## src/rtl/sysid_uptime_slave.sv

```systemverilog
// Avalon-MM system-ID slave: constant ID/timestamp words and a 64-bit uptime counter
// read atomically via a hi-shadow latch. Optional scratch register under SYSID_SCRATCH_EN.
module sysid_uptime_slave #(
  parameter logic [31:0] ID_VALUE     = 32'hCAFE0001,
  parameter logic [31:0] TIMESTAMP    = 32'd0,
  parameter int unsigned READ_LATENCY = 1,
  parameter int unsigned PRESCALE     = 1
) (
  input  logic        clock,
  input  logic        reset_n,
  input  logic        chipselect,
  input  logic [2:0]  address,
  input  logic        read,
  input  logic        write,
  input  logic [31:0] writedata,
  input  logic [3:0]  byteenable,
  output logic [31:0] readdata,
  output logic        readdatavalid
);

  localparam logic [15:0] PscLast = 16'(PRESCALE - 1);

  logic        rd_acc;
  logic        wr_acc;
  logic        clr;
  logic        tick;
  logic [15:0] psc_q, psc_d;
  logic [63:0] uptime_q, uptime_d;
  logic [31:0] hi_shadow_q, hi_shadow_d;
  logic [31:0] scratch_rd;
  logic [31:0] rd_mux;

  // A simultaneous read wins; the write half of the access is dropped.
  assign rd_acc = chipselect & read;
  assign wr_acc = chipselect & write & ~read;
  assign clr    = wr_acc && (address == 3'd5) && byteenable[0] && writedata[0];

  always_comb begin
    tick     = (psc_q == PscLast);
    psc_d    = tick ? 16'd0 : psc_q + 16'd1;
    uptime_d = tick ? uptime_q + 64'd1 : uptime_q;
    if (clr) begin
      psc_d    = 16'd0;
      uptime_d = 64'd0;
    end
  end

  // Low-word read captures the high word of the same cycle, so a later carry cannot tear it.
  assign hi_shadow_d = (rd_acc && (address == 3'd2)) ? uptime_q[63:32] : hi_shadow_q;

  always_ff @(posedge clock or negedge reset_n) begin
    if (!reset_n) begin
      psc_q       <= 16'd0;
      uptime_q    <= 64'd0;
      hi_shadow_q <= 32'd0;
    end else begin
      psc_q       <= psc_d;
      uptime_q    <= uptime_d;
      hi_shadow_q <= hi_shadow_d;
    end
  end

`ifdef SYSID_SCRATCH_EN
  logic [31:0] scratch_q, scratch_d;

  always_comb begin
    scratch_d = scratch_q;
    if (wr_acc && (address == 3'd4)) begin
      for (int b = 0; b < 4; b++) begin
        if (byteenable[b]) scratch_d[8*b +: 8] = writedata[8*b +: 8];
      end
    end
  end

  always_ff @(posedge clock or negedge reset_n) begin
    if (!reset_n) scratch_q <= 32'd0;
    else          scratch_q <= scratch_d;
  end

  assign scratch_rd = scratch_q;
`else
  logic unused_wr;
  assign unused_wr  = ^{writedata[31:1], byteenable[3:1]};
  assign scratch_rd = 32'd0;
`endif

  always_comb begin
    case (address)
      3'd0:    rd_mux = ID_VALUE;
      3'd1:    rd_mux = TIMESTAMP;
      3'd2:    rd_mux = uptime_q[31:0];
      3'd3:    rd_mux = hi_shadow_q;
      3'd4:    rd_mux = scratch_rd;
      default: rd_mux = 32'd0;
    endcase
  end

  // Data stages only load alongside a valid, so readdata holds the last returned word.
  logic [READ_LATENCY-1:0] vld_q;
  logic [31:0]             data_q [READ_LATENCY];

  always_ff @(posedge clock or negedge reset_n) begin
    if (!reset_n) begin
      vld_q <= '0;
      for (int i = 0; i < READ_LATENCY; i++) data_q[i] <= 32'd0;
    end else begin
      vld_q[0] <= rd_acc;
      if (rd_acc) data_q[0] <= rd_mux;
      for (int i = 1; i < READ_LATENCY; i++) begin
        vld_q[i] <= vld_q[i-1];
        if (vld_q[i-1]) data_q[i] <= data_q[i-1];
      end
    end
  end

  assign readdata      = data_q[READ_LATENCY-1];
  assign readdatavalid = vld_q[READ_LATENCY-1];

endmodule

```

## config.mk

```make
export PLATFORM = sky130hd
export DESIGN_NAME = sysid_uptime_slave
export DESIGN_NICKNAME = d
export VERILOG_FILES = /design/src/rtl/sysid_uptime_slave.sv
export SDC_FILE = /design/constraint.sdc
export NUM_CORES = 1
export LEC_CHECK = 0
export ABC_CLOCK_PERIOD_IN_PS = 4310
export CORE_MARGIN = 5
export CORE_UTILIZATION = 25
export CTS_CLUSTER_SIZE = 20
export DETAILED_ROUTE_END_ITERATION = 16
export PLACE_DENSITY = 0.51
export SETUP_SLACK_MARGIN = 0.4
export SYNTH_ARGS = -nofsm -noshare
export SYNTH_HDL_FRONTEND = slang
export SYNTH_SLANG_ARGS = --single-unit
export TNS_END_PERCENT = 30
```

## constraint.sdc

```tcl
create_clock -name clock -period 4.31 [get_ports clock]
set_input_delay 0.862 -clock clock [delete_from_list [all_inputs] [get_ports clock]]
set_output_delay 0.862 -clock clock [all_outputs]
set_load 0.02 [all_outputs]
```

==> reports/results.ini <==
[routing]
routed_vias = 5366
detailedRoute.firstPassIterationCount = 5
route.antenna.remaining_nets = 0
drc = 0
initialDrtViolationCount = 346
avgViaCountPerCell = 4.72
wirelength_um = 18200
route.detailed.wl_per_inst_um = 16.0

[clock_network]
postCtsSetupRepairBufs = 0
clock_tree.root_cell = sky130_fd_sc_hd__clkbuf_16
clock_sinks = 145
post_cts_resize_count = 0
hold_buffers = 0
cts-buffers-inserted = 17
h_tree_levels = 4
tritoncts = yes
clkLatencyLatePin_ns = 0.42
clk_pin_slew_ns = 0.06
cts-root-to-sink-buffers = 2

[global_route]
gr-usage-all-layers = 0.119
first_pass_grt_wire_length_um = 29700
maximum_number_of_pins_on_one_net_before_global_route_repair = 90
met1_usage = 0.163
first_global_vias = 5192
globalRouteMet2Util = 0.193
grt_antenna_before_repair = 0
grt_busiest_layer = met2
gr-usage-met3 = 0.0143
remaining_global_route_overflow = 0

[timing]
timing.final.setup_violations = 0
post-route-min-period_ns = 3.13
hold_violations = 0
number_of_pins_with_negative_max_slew_slack_in_the_final_report = 0
setup_total_negative_slack_ns = 0
max-slew-margin-rel = 0.269
timing.final.crit_share = 0.726
unrepaired_setup_endpoints_after_global_routing = no
max_freq_mhz = 320
worst_pin_slew_ns = 1.09
finClkSkew_ns = 0.00893

[power_and_ir_drop]
share_seq_of_total_power = 0.458
power_per_cell_area_nw_per_um2 = 449
ir_worst_vdd_v = 0.000159
clock_power_frac = 0.400
switch_share = 0.276
reported_net_switching_power_mw = 1.05
p_leak_nw = 3.31
p_int_mw = 2.75
p_comb_frac = 0.142

[min_path]
hold_sp = readdata[12]$_DFFE_PN0P_
hold_end = readdata[12]$_DFFE_PN0P_
timing.hold.worst.class = reg -> reg
whs_path_depth = 2

[final_layout]
final_core_util = 0.306
final_net_count = 793
post_synthesis_to_final_layout_area_growth_pct = 21.4
ff_latch_area_um2 = 3630
drive_above_1_share = 0.115
filler_cell_count = 2854
layout.cells.most_common = sky130_fd_sc_hd__dfrtp_1
stdcell_area_um2 = 8470
insertedDiodeCount = 0
multiInputGateArea_um2 = 3180
layout_common_cells = sky130_fd_sc_hd__dfrtp_1 (145), sky130_fd_sc_hd__nand2_1 (91), sky130_fd_sc_hd__nor2_1 (58)

[critical_path]
r2r_end = uptime_q[52]$_DFFE_PN0P_
reg2regPathDepth = 8
crit_required_ns = 4.65
endpoint_kind = flop
timing.critical_path.arrival_ns = 3.46
crit_fanout = 9
r2r-start = psc_q[0]$_DFF_PN0_
worst_setup_path_start_kind = flop
classification_of_the_worst_setup_path = reg -> reg
setup.reg_to_reg.worst_slack_ns = 1.18

[logic_synthesis]
synth.ff_latch_count = 145
syn_area_per_cell_um2 = 9.90
synth_fp_nets = 752
number_of_flops_mapped_to_enable_cells_by_yosys = 0
synth_area_leader_cell = sky130_fd_sc_hd__dfrtp_1
synth_top_cell_area_share = 0.520
ys_types = 40
synth.area.top_cells = sky130_fd_sc_hd__dfrtp_1 (52%), sky130_fd_sc_hd__mux2_2 (5.2%), sky130_fd_sc_hd__nand2_1 (4.9%)
mappedNetlistArea_um2 = 6980
synthFlopType = sky130_fd_sc_hd__dfrtp_1
yosysWarningCount = 0
syn_inst = 705
synth_seq_area_share = 0.520
share_of_synthesized_flip_flops_with_an_asynchronous_set_or_reset = 1.00

[floorplan]
x_dimension_of_the_die_um = 177
floorplan.initialDensity = 0.252
die_h_um = 177
floorplan.io_pins = 77
rows = 61
design.die.area_um2 = 31400
coreArea_um2 = 27700

[placement]
placed_standard_cell_area_um2 = 7870
numPortBuffers = 42
gp_congestion = 0.815
dp_hpwl_um = 12400

[status]
run_status = completed

[job]
drv_cap = 0

final cells by class:
cell class	count	area share
inverters	13	0.00576
clock inverters	9	0.0155
well taps	378	0.0558
multi-input cells	513	0.376
flip-flops and latches	145	0.428
repair buffers	56	0.0631
clock buffers	22	0.0560
power groups by stage:
stage | logic (mW) | clock network (mW) | registers, mW
final | 0.539 | 1.52 | 1.74
after global placement | 0.539 | 0 | 1.76
after floorplan | 0.324 | 0 | 1.74
after global routing | 0.607 | 1.61 | 1.77
after detailed placement | 0.546 | 0 | 1.76
after CTS | 0.549 | 1.55 | 1.74
cells in the mapped netlist, types with 2 or more instances:
cell type / number
sky130_fd_sc_hd__a21oi_1: 36
sky130_fd_sc_hd__and2_1: 2
sky130_fd_sc_hd__and3_1: 7
sky130_fd_sc_hd__and4_1: 5
sky130_fd_sc_hd__buf_1: 2
sky130_fd_sc_hd__buf_2: 2
sky130_fd_sc_hd__clkbuf_1: 30
sky130_fd_sc_hd__dfrtp_1: 145
sky130_fd_sc_hd__ha_1: 3
sky130_fd_sc_hd__inv_1: 13
sky130_fd_sc_hd__mux2_2: 32
sky130_fd_sc_hd__mux2i_1: 21
sky130_fd_sc_hd__nand2_1: 91
sky130_fd_sc_hd__nand3_1: 24
sky130_fd_sc_hd__nand4_1: 34
sky130_fd_sc_hd__nand4b_1: 2
sky130_fd_sc_hd__nor2_1: 59
sky130_fd_sc_hd__nor3_1: 7
sky130_fd_sc_hd__nor4_1: 18
sky130_fd_sc_hd__nor4_4: 2
sky130_fd_sc_hd__o21a_1: 2
sky130_fd_sc_hd__o21ai_0: 36
sky130_fd_sc_hd__o21ai_1: 18
sky130_fd_sc_hd__o31ai_1: 21
sky130_fd_sc_hd__or2_2: 2
sky130_fd_sc_hd__or3_1: 24
sky130_fd_sc_hd__or4_1: 15
sky130_fd_sc_hd__xnor2_1: 25
sky130_fd_sc_hd__xor2_1: 16
metal layers:
layer | vias up | wire [um]
li1 | 2622 | -
met1 | 2638 | 8510
met2 | 88 | 8810
met3 | 18 | 514
met4 | 0 | 352
met5 | - | 0
metrics by stage:
| stage | hold slack [ns] | setup WS (ns) | cells | power (mW) |
|---|---|---|---|---|
| CTS | 0.482 | 1.17 | 1136 | 3.84 |
| floorplan | 0.455 | 1.80 | 705 | 2.06 |
| global placement | 0.463 | 1.14 | 1105 | 2.30 |
| detailed placement | 0.470 | 1.13 | 1105 | 2.31 |
| global route | 0.504 | 0.965 | 1136 | 3.99 |
| finish | 0.473 | 1.18 | 1136 | 3.80 |
state kept, by name, indices dropped and copies added (netlist names):
| name | cells |
|---|---|
| uptime_q | 64 |
| hi_shadow_q | 32 |
| readdata | 32 |
| psc_q | 16 |
| readdatavalid | 1 |
how the worst max path moves through the flow:
stage	from	endpoint
3_5_place_dp	address[2]	uptime_q[37]$_DFFE_PN0P_
2_1_floorplan	psc_q[8]$_DFF_PN0_	uptime_q[27]$_DFFE_PN0P_
3_3_place_gp	address[2]	uptime_q[37]$_DFFE_PN0P_
6_report	psc_q[0]$_DFF_PN0_	uptime_q[52]$_DFFE_PN0P_
4_1_cts	psc_q[0]$_DFF_PN0_	uptime_q[52]$_DFFE_PN0P_
5_1_grt	psc_q[0]$_DFF_PN0_	uptime_q[52]$_DFFE_PN0P_
logic make-up after synthesis:
| group | synth area share |
|---|---|
| AND/OR/NAND/NOR | 0.221 |
| flip-flops | 0.520 |
| multiplexers | 0.0817 |
| AO/OA/AOI/OAI | 0.0948 |
| XOR/XNOR | 0.0514 |
| buffers and inverters | 0.0256 |
| adder cells (fa/ha/maj) | 0.00538 |
critical path, cell delays in order, from the launching register on:
cell                      delay (ns)
sky130_fd_sc_hd__dfrtp_1        0.41
sky130_fd_sc_hd__inv_1          0.08
sky130_fd_sc_hd__ha_1           0.14
sky130_fd_sc_hd__or3b_2         0.51
sky130_fd_sc_hd__nor4_4         0.57
sky130_fd_sc_hd__nand4_1        0.38
sky130_fd_sc_hd__buf_4          0.29
sky130_fd_sc_hd__or4_1          0.51
sky130_fd_sc_hd__a21oi_1        0.15
Note: power is estimated with default switching activity, not from simulation.
